===== src/rtl/mem_port_arbiter.sv =====
// Arbitrates one single-port synchronous-read memory between the fetch (I) and load/store (D) ports.
// D has fixed priority; a saturating starvation counter forces one I grant after STARVE_MAX denials.
module mem_port_arbiter #(
  parameter int ADDR_W     = 9,
  parameter int STARVE_MAX = 4
) (
  input  logic              clk,
  input  logic              reset_n,
  input  logic              i_req,
  input  logic [31:0]       i_addr,
  output logic              i_gnt,
  output logic              i_rvalid,
  output logic [31:0]       i_rdata,
  input  logic              d_req,
  input  logic              d_we,
  input  logic [3:0]        d_be,
  input  logic [31:0]       d_addr,
  input  logic [31:0]       d_wdata,
  output logic              d_gnt,
  output logic              d_rvalid,
  output logic [31:0]       d_rdata,
  output logic              m_en,
  output logic [3:0]        m_we,
  output logic [ADDR_W-1:0] m_addr,
  output logic [31:0]       m_wdata,
  input  logic [31:0]       m_rdata
);

  localparam int CNT_W = $clog2(STARVE_MAX + 1);

  typedef enum logic [1:0] {NONE = 2'd0, RSP_I = 2'd1, RSP_D = 2'd2} owner_e;

  owner_e           owner_q, owner_d;
  logic [CNT_W-1:0] starve_q, starve_d;
  logic             force_i;

  // Byte-offset and wrapped-away address bits are intentionally dropped.
  logic unused_addr_bits;
  assign unused_addr_bits = ^{i_addr[31:ADDR_W+2], i_addr[1:0],
                              d_addr[31:ADDR_W+2], d_addr[1:0]};

  always_comb begin
    force_i = (starve_q == CNT_W'(STARVE_MAX));
    // Grants are suppressed while reset is held so the macro never sees an access.
    d_gnt   = reset_n & d_req & ~force_i;
    i_gnt   = reset_n & i_req & (~d_req | force_i);
    m_en    = i_gnt | d_gnt;
    m_addr  = d_gnt ? d_addr[ADDR_W+1:2] : i_addr[ADDR_W+1:2];
    m_wdata = d_wdata;
    m_we    = (d_gnt & d_we) ? d_be : 4'b0000;

    owner_d = NONE;
    if (i_gnt)              owner_d = RSP_I;
    else if (d_gnt & ~d_we) owner_d = RSP_D;

    starve_d = starve_q;
    if (~i_req | i_gnt)                       starve_d = '0;
    else if (starve_q != CNT_W'(STARVE_MAX))  starve_d = starve_q + CNT_W'(1);
  end

  always_ff @(posedge clk or negedge reset_n) begin
    if (!reset_n) begin
      owner_q  <= NONE;
      starve_q <= '0;
    end else begin
      owner_q  <= owner_d;
      starve_q <= starve_d;
    end
  end

  assign i_rvalid = (owner_q == RSP_I);
  assign d_rvalid = (owner_q == RSP_D);
  assign i_rdata  = m_rdata;
  assign d_rdata  = m_rdata;

endmodule

===== config.mk =====
export PLATFORM = sky130hd
export DESIGN_NAME = mem_port_arbiter
export DESIGN_NICKNAME = d
export VERILOG_FILES = /design/src/rtl/mem_port_arbiter.sv
export SDC_FILE = /design/constraint.sdc
export NUM_CORES = 1
export LEC_CHECK = 0
export BUFFER_PORTS_ARGS = -buffer_cell sky130_fd_sc_hd__buf_2
export CORE_AREA = 3 3 97 99
export DETAILED_ROUTE_END_ITERATION = 7
export DIE_AREA = 0 0 100 102
export PLACE_DENSITY_LB_ADDON = 0.05
export REMOVE_ABC_BUFFERS = 1
export SLEW_MARGIN = 20
export SYNTH_ARGS = -nofsm -noshare
export SYNTH_HDL_FRONTEND = slang
export SYNTH_SLANG_ARGS = --single-unit

===== constraint.sdc =====
create_clock -name clk -period 3.7 [get_ports clk]
set_input_delay 0 -clock clk [delete_from_list [all_inputs] [get_ports clk]]
set_output_delay 0 -clock clk [all_outputs]
set_load 0.1 [all_outputs]

# Word-level counts from Yosys, hierarchy flattened
# Cells that the tools add are included.
# totals
reg_bits,5
romBits,0
input_bits,137
ramBits,0
latch_bits,0
out_inout_bits,114
memories,0
elab_cells,27
# classes
shift,0
n_eq_ne,4
n_mul,0
n_addsub,1
order_cmp,0
n_div,0
n_bitwise,13
n_mux,6
reduce_logical,1
# op_table
cell,count
two-way mux 9 bit,1
AND 1 bit,6
two-way mux 3 bit,2
two-way mux 2 bit,2
two-way mux 4 bit,1
NOT 1 bit,4
"adder 3 x 1 -> 3 bit, second input constant",1
"== test 3 bit, second input constant",1
"!= test 3 bit, second input constant",1
OR 1 bit,3
"== test 2 x 1 -> 1 bit, second input constant",1
"== test 2 bit, second input constant",1
nonzero test 2 bit,1

# Logic depth before layout (Yosys ltp)
# depth
depth_word,6
ltp_mapped,6
ltp_nobuf,6

# Worst setup path after synthesis
# OpenSTA, ideal clock, no wires.
# synth_timing
kind,register to register
start,register starve_q[0]
end,register owner_q[0]
period_less_slack_ns,2.509
path_slack_ns,1.191
n_path_buf,0
required_ns,3.413
t_arrival_ns,2.223
setup_ns,0.287
stages_incl_launch_ff,5
cell_sequence,dfrtp_1 -> inv_1 -> ha_1 -> nand2_2 -> a21oi_1
# synth_between
elab_chain_cells,4
# synth_lines
item,line,rtl
start: declaration,34,"logic [CNT_W-1:0] starve_q, starve_d;"
start signal: assignment,67,starve_q <= starve_d;
== test 3 bit,43,force_i = (starve_q == CNT_W'(STARVE_MAX));
OR 1 bit,46,i_gnt = reset_n & i_req & (~d_req | force_i);
AND 1 bit,46,
named net i_gnt,11,"output logic i_gnt,"
two-way mux 2 bit,53,if (i_gnt) owner_d = RSP_I;
end signal: assignment,66,owner_q <= owner_d;
end: declaration,33,"owner_e owner_q, owner_d;"
# The timed path passes the listed nets, and every way through them passes these cells.
# A chain may end at the register's enable or synchronous reset.

# Worst setup path in the final report
# layout_timing
start,register starve_q[0]
end,output m_we[3]
# layout_between
elab_chain_cells,5
# layout_lines
item,line,rtl
== test 3 bit,43,
NOT 1 bit,45,d_gnt = reset_n & d_req & ~force_i;
AND 1 bit,45,
AND 1 bit,50,m_we = (d_gnt & d_we) ? d_be : 4'b0000;
two-way mux 4 bit,50,
end: declaration,23,"output logic [3:0] m_we,"
# No other way between the ends.

==> flow_metrics.py <==
metrics = {
    "floorplan": {
        "design.die.area_sq_um": 10200,
        "core_sq_um": 8636,
        "io_pins": 251,
        "fp.dieW_microns": 100,
        "initial_utilization_pct": 13.49,
        "row_count": 34,
        "dieHeight_microns": 102,
    },
    "route": {
        "finalWirelength_mm": 10.48,
        "avgViaCountPerCell": 3.685,
        "post-route-drc-count": 0,
        "drtIter0Drc": 47,
        "vias": 737,
        "routedWlPerCell_microns": 52.41,
        "drt_pass1_iterations": 4,
        "postRouteAntennaNets": 0,
    },
    "sta": {
        "clock_skew_ns": 0.002163,
        "rsz0062_at_grt": "no",
        "final_min_period_over_clock_period_pct": 60.26,
        "maxSlewViolCount": 0,
        "setup_viol_count_final": 0,
        "tightest_slew_ns": 0.5118,
        "period_needed_ns": 2.230,
        "finalHoldViolations": 0,
        "setup_tns_ns": 0,
        "slew_headroom_pct": 66.12,
        "fmax_mhz": 448.5,
    },
    "layout": {
        "fill_cells": 1009,
        "diodes": 0,
        "nets": 232,
        "areaGrowthSynthToFinish_pct": -26.75,
        "multi_input_area_sq_um": 292.8,
        "seqCellArea_sq_um": 125.1,
        "drive_above_1_share_pct": 63.04,
        "design_area_sq_um": 853.3,
    },
    "logic_synthesis": {
        "yosys_most_used_dff": "dfrtp_1",
        "synthMuxAreaShare_pct": 11.28,
        "yosys.area.top_type": "buf_4",
        "syn_area_sq_um": 1165,
        "synth_top_family_by_area": "buffers and inverters",
        "ys_seq_elements": 5,
        "syn_inst": 139,
        "synth_edf_count": 0,
        "synth_most_common_cell": "buf_4",
        "yosys_warnings": 0,
        "ys_top_cells_by_count": "buf_4 (96), mux2_4 (8), dfrtp_1 (5)",
        "synthSimpleGateAreaFrac_pct": 7.626,
        "synth_compound_area_share_pct": 4.082,
        "synthArstFlopShare_pct": 100.0,
        "syn_avg_cell_area_sq_um": 8.380,
        "ys_seq_area_share_pct": 10.74,
        "synth-xor-area-share_pct": 0,
        "ys_types": 19,
        "synthTopCellsByArea": "buf_4 (62%), dfrtp_1 (11%), mux2_4 (10%), and3_1 (2.1%), ha_1 (2.1%)",
        "synth_fa_ha_area_share_pct": 2.148,
        "synth_top_area_share_pct": 61.87,
    },
    "setup_path": {
        "slowest_stage": "buf_2",
        "arrival_ns": 2.23,
        "cp_num_buf_inv": 3,
        "worstSetupPathType": "reg2out",
        "cp_top_family": "buffers and inverters",
        "crit_path_max_incr_delay_ns": 0.43,
        "ff2ff_path_depth": 5,
        "cp-end-kind": "output pin",
        "worstPathMaxFanout": 12,
        "required_ns": 3.70,
        "crit_chain": "inv_1, ha_1, nand2_2, nand3_2, inv_1, and3_1, buf_2",
        "cpMostUsedCell": "inv_1",
        "crit_path_start_kind": "flip-flop",
        "worst-path-stages": 7,
    },
    "global_route": {
        "grt_pass1_wl_mm": 12.06,
        "grt_start_max_net_pins": 13,
        "grt_remaining_overflow": 0,
        "grt_pass1_vias": 766,
        "grt_use_total_pct": 19.76,
        "antenna_found_initial": 0,
    },
    "clock_network": {
        "clock_latency_ns": 0.22,
        "cts-root-buf": "clkbuf_8",
        "cts_buffer_depth": 2,
        "ctsResizeCount": 0,
        "cts_tree": "done",
        "clkTransAtPathRegs_ns": 0.04,
        "cts_buffers": 3,
        "htreeDepth": 1,
        "clock-sinks": 5,
    },
    "run": {
        "maxCapViolations": 0,
    },
    "power": {
        "power.density_nw_per_um2": 363.4,
        "irDropWorstVdd_uv": 70.05,
        "leakagePower_nw": 0.4532,
    },
    "place": {
        "gp_congestion": 0.8705,
        "io_buffers": 44,
        "dp_hpwl_mm": 9.914,
        "placed_area_sq_um": 788.3,
    },
    "hold_path": {
        "worstHoldPathType": "in2out",
        "hold_depth": 0,
    },
    "status": {
        "outcome": "finished clean",
    },
}
[kinds of logic after synthesis]
logic type	count (synthesis)
adders and majority gates	2
AOI/OAI and AO/OA	7
and+or+nand+nor	15
muxes	9
buffers and inverters	101
DFF	5
[placed cells by master (no fill, tap or decap)]
cell type      synthesis  routed
buf_2                  0      44
o211ai_1               3       3
nand3b_1               1       1
nor2b_1                2       2
a21boi_0               1       1
clkbuf_1               0       1
dfrtp_1                5       5
nand2_2                1       1
nand3_2                1       1
dlygate4sd3_1          0       2
or3_1                  2       2
nor2_1                 1       1
a21oi_1                2       2
nand2_1                3       3
mux2_4                 8       8
a21boi_1               1       1
ha_1                   2       2
mux2_2                 1       1
inv_1                  4       4
clkbuf_8               0       3
and3_1                 4       4
[where the power goes]
group	leakage [nW]	internal (mW)	switching (mW)
clock	0.0228	0.0741	0.0277
combinational	0.363	0.0361	0.113
sequential	0.0671	0.0579	0.00167
total	0.453	0.168	0.142
[layout make-up]
class	count	share of cell area, %
multi-input combinational	33	34.31
timing repair buffer	46	28.15
tap	108	15.84
sequential	5	14.66
clock buffer	4	5.279
inverter	4	1.760
[metal layers]
layer	track usage (%)	vias up	part of all wire, %
met3	24.44	40	27
met5	0	-	0
li1	-	251	-
met4	14.72	0	9.3
met1	5.063	256	8.6
met2	39.30	190	55
[worst reg2reg max path, delay by kind of cell, from the launching register on]
kind / cells / cell delay, ns
adder cells (fa/ha/maj): 1 / 0.22
buffers and inverters: 1 / 0.08
AND/OR/NAND/NOR: 3 / 0.71
flip-flops: 1 / 0.34
[path summary, 6_finish.rpt]
check	startpoint	to	slack (ns)
hold / removal	m_rdata[19]	i_rdata[19]	0.001
hold reg to reg	starve_q[0]	starve_q[0]	0.64
max in group asynchronous	reset_n	starve_q[2]	3.30
min in group asynchronous	reset_n	starve_q[1]	0.19
setup reg to reg	starve_q[0]	owner_q[1]	2.27
setup / recovery	starve_q[0]	m_we[3]	1.47
[repair_timing]
action                                 4_1_cts  5_1_grt
endpoints found under the hold margin        6        0
setup buffers                                0        0
hold buffers                                 2        0
[state kept, by name, indices dropped and copies added (netlist names)]
name	count
starve_q	3
owner_q	2
[per-stage QoR]
step | cells | setup slack, ns | util, % | hold slack [ns] | power [mW]
after floorplan | 42 | 1.095 | - | -0.2956 | 0.1762
after global placement | 194 | 1.655 | 9.128 | -0.1166 | 0.2094
after detailed placement | 194 | 1.650 | 9.128 | -0.1181 | 0.2083
after CTS | 200 | 1.400 | 9.881 | 0.006810 | 0.3167
after global routing | 200 | 1.248 | 9.881 | 0.001312 | 0.3277
final | 200 | 1.470 | 9.881 | 0.001249 | 0.3101
(Power assumes the default switching activity.)
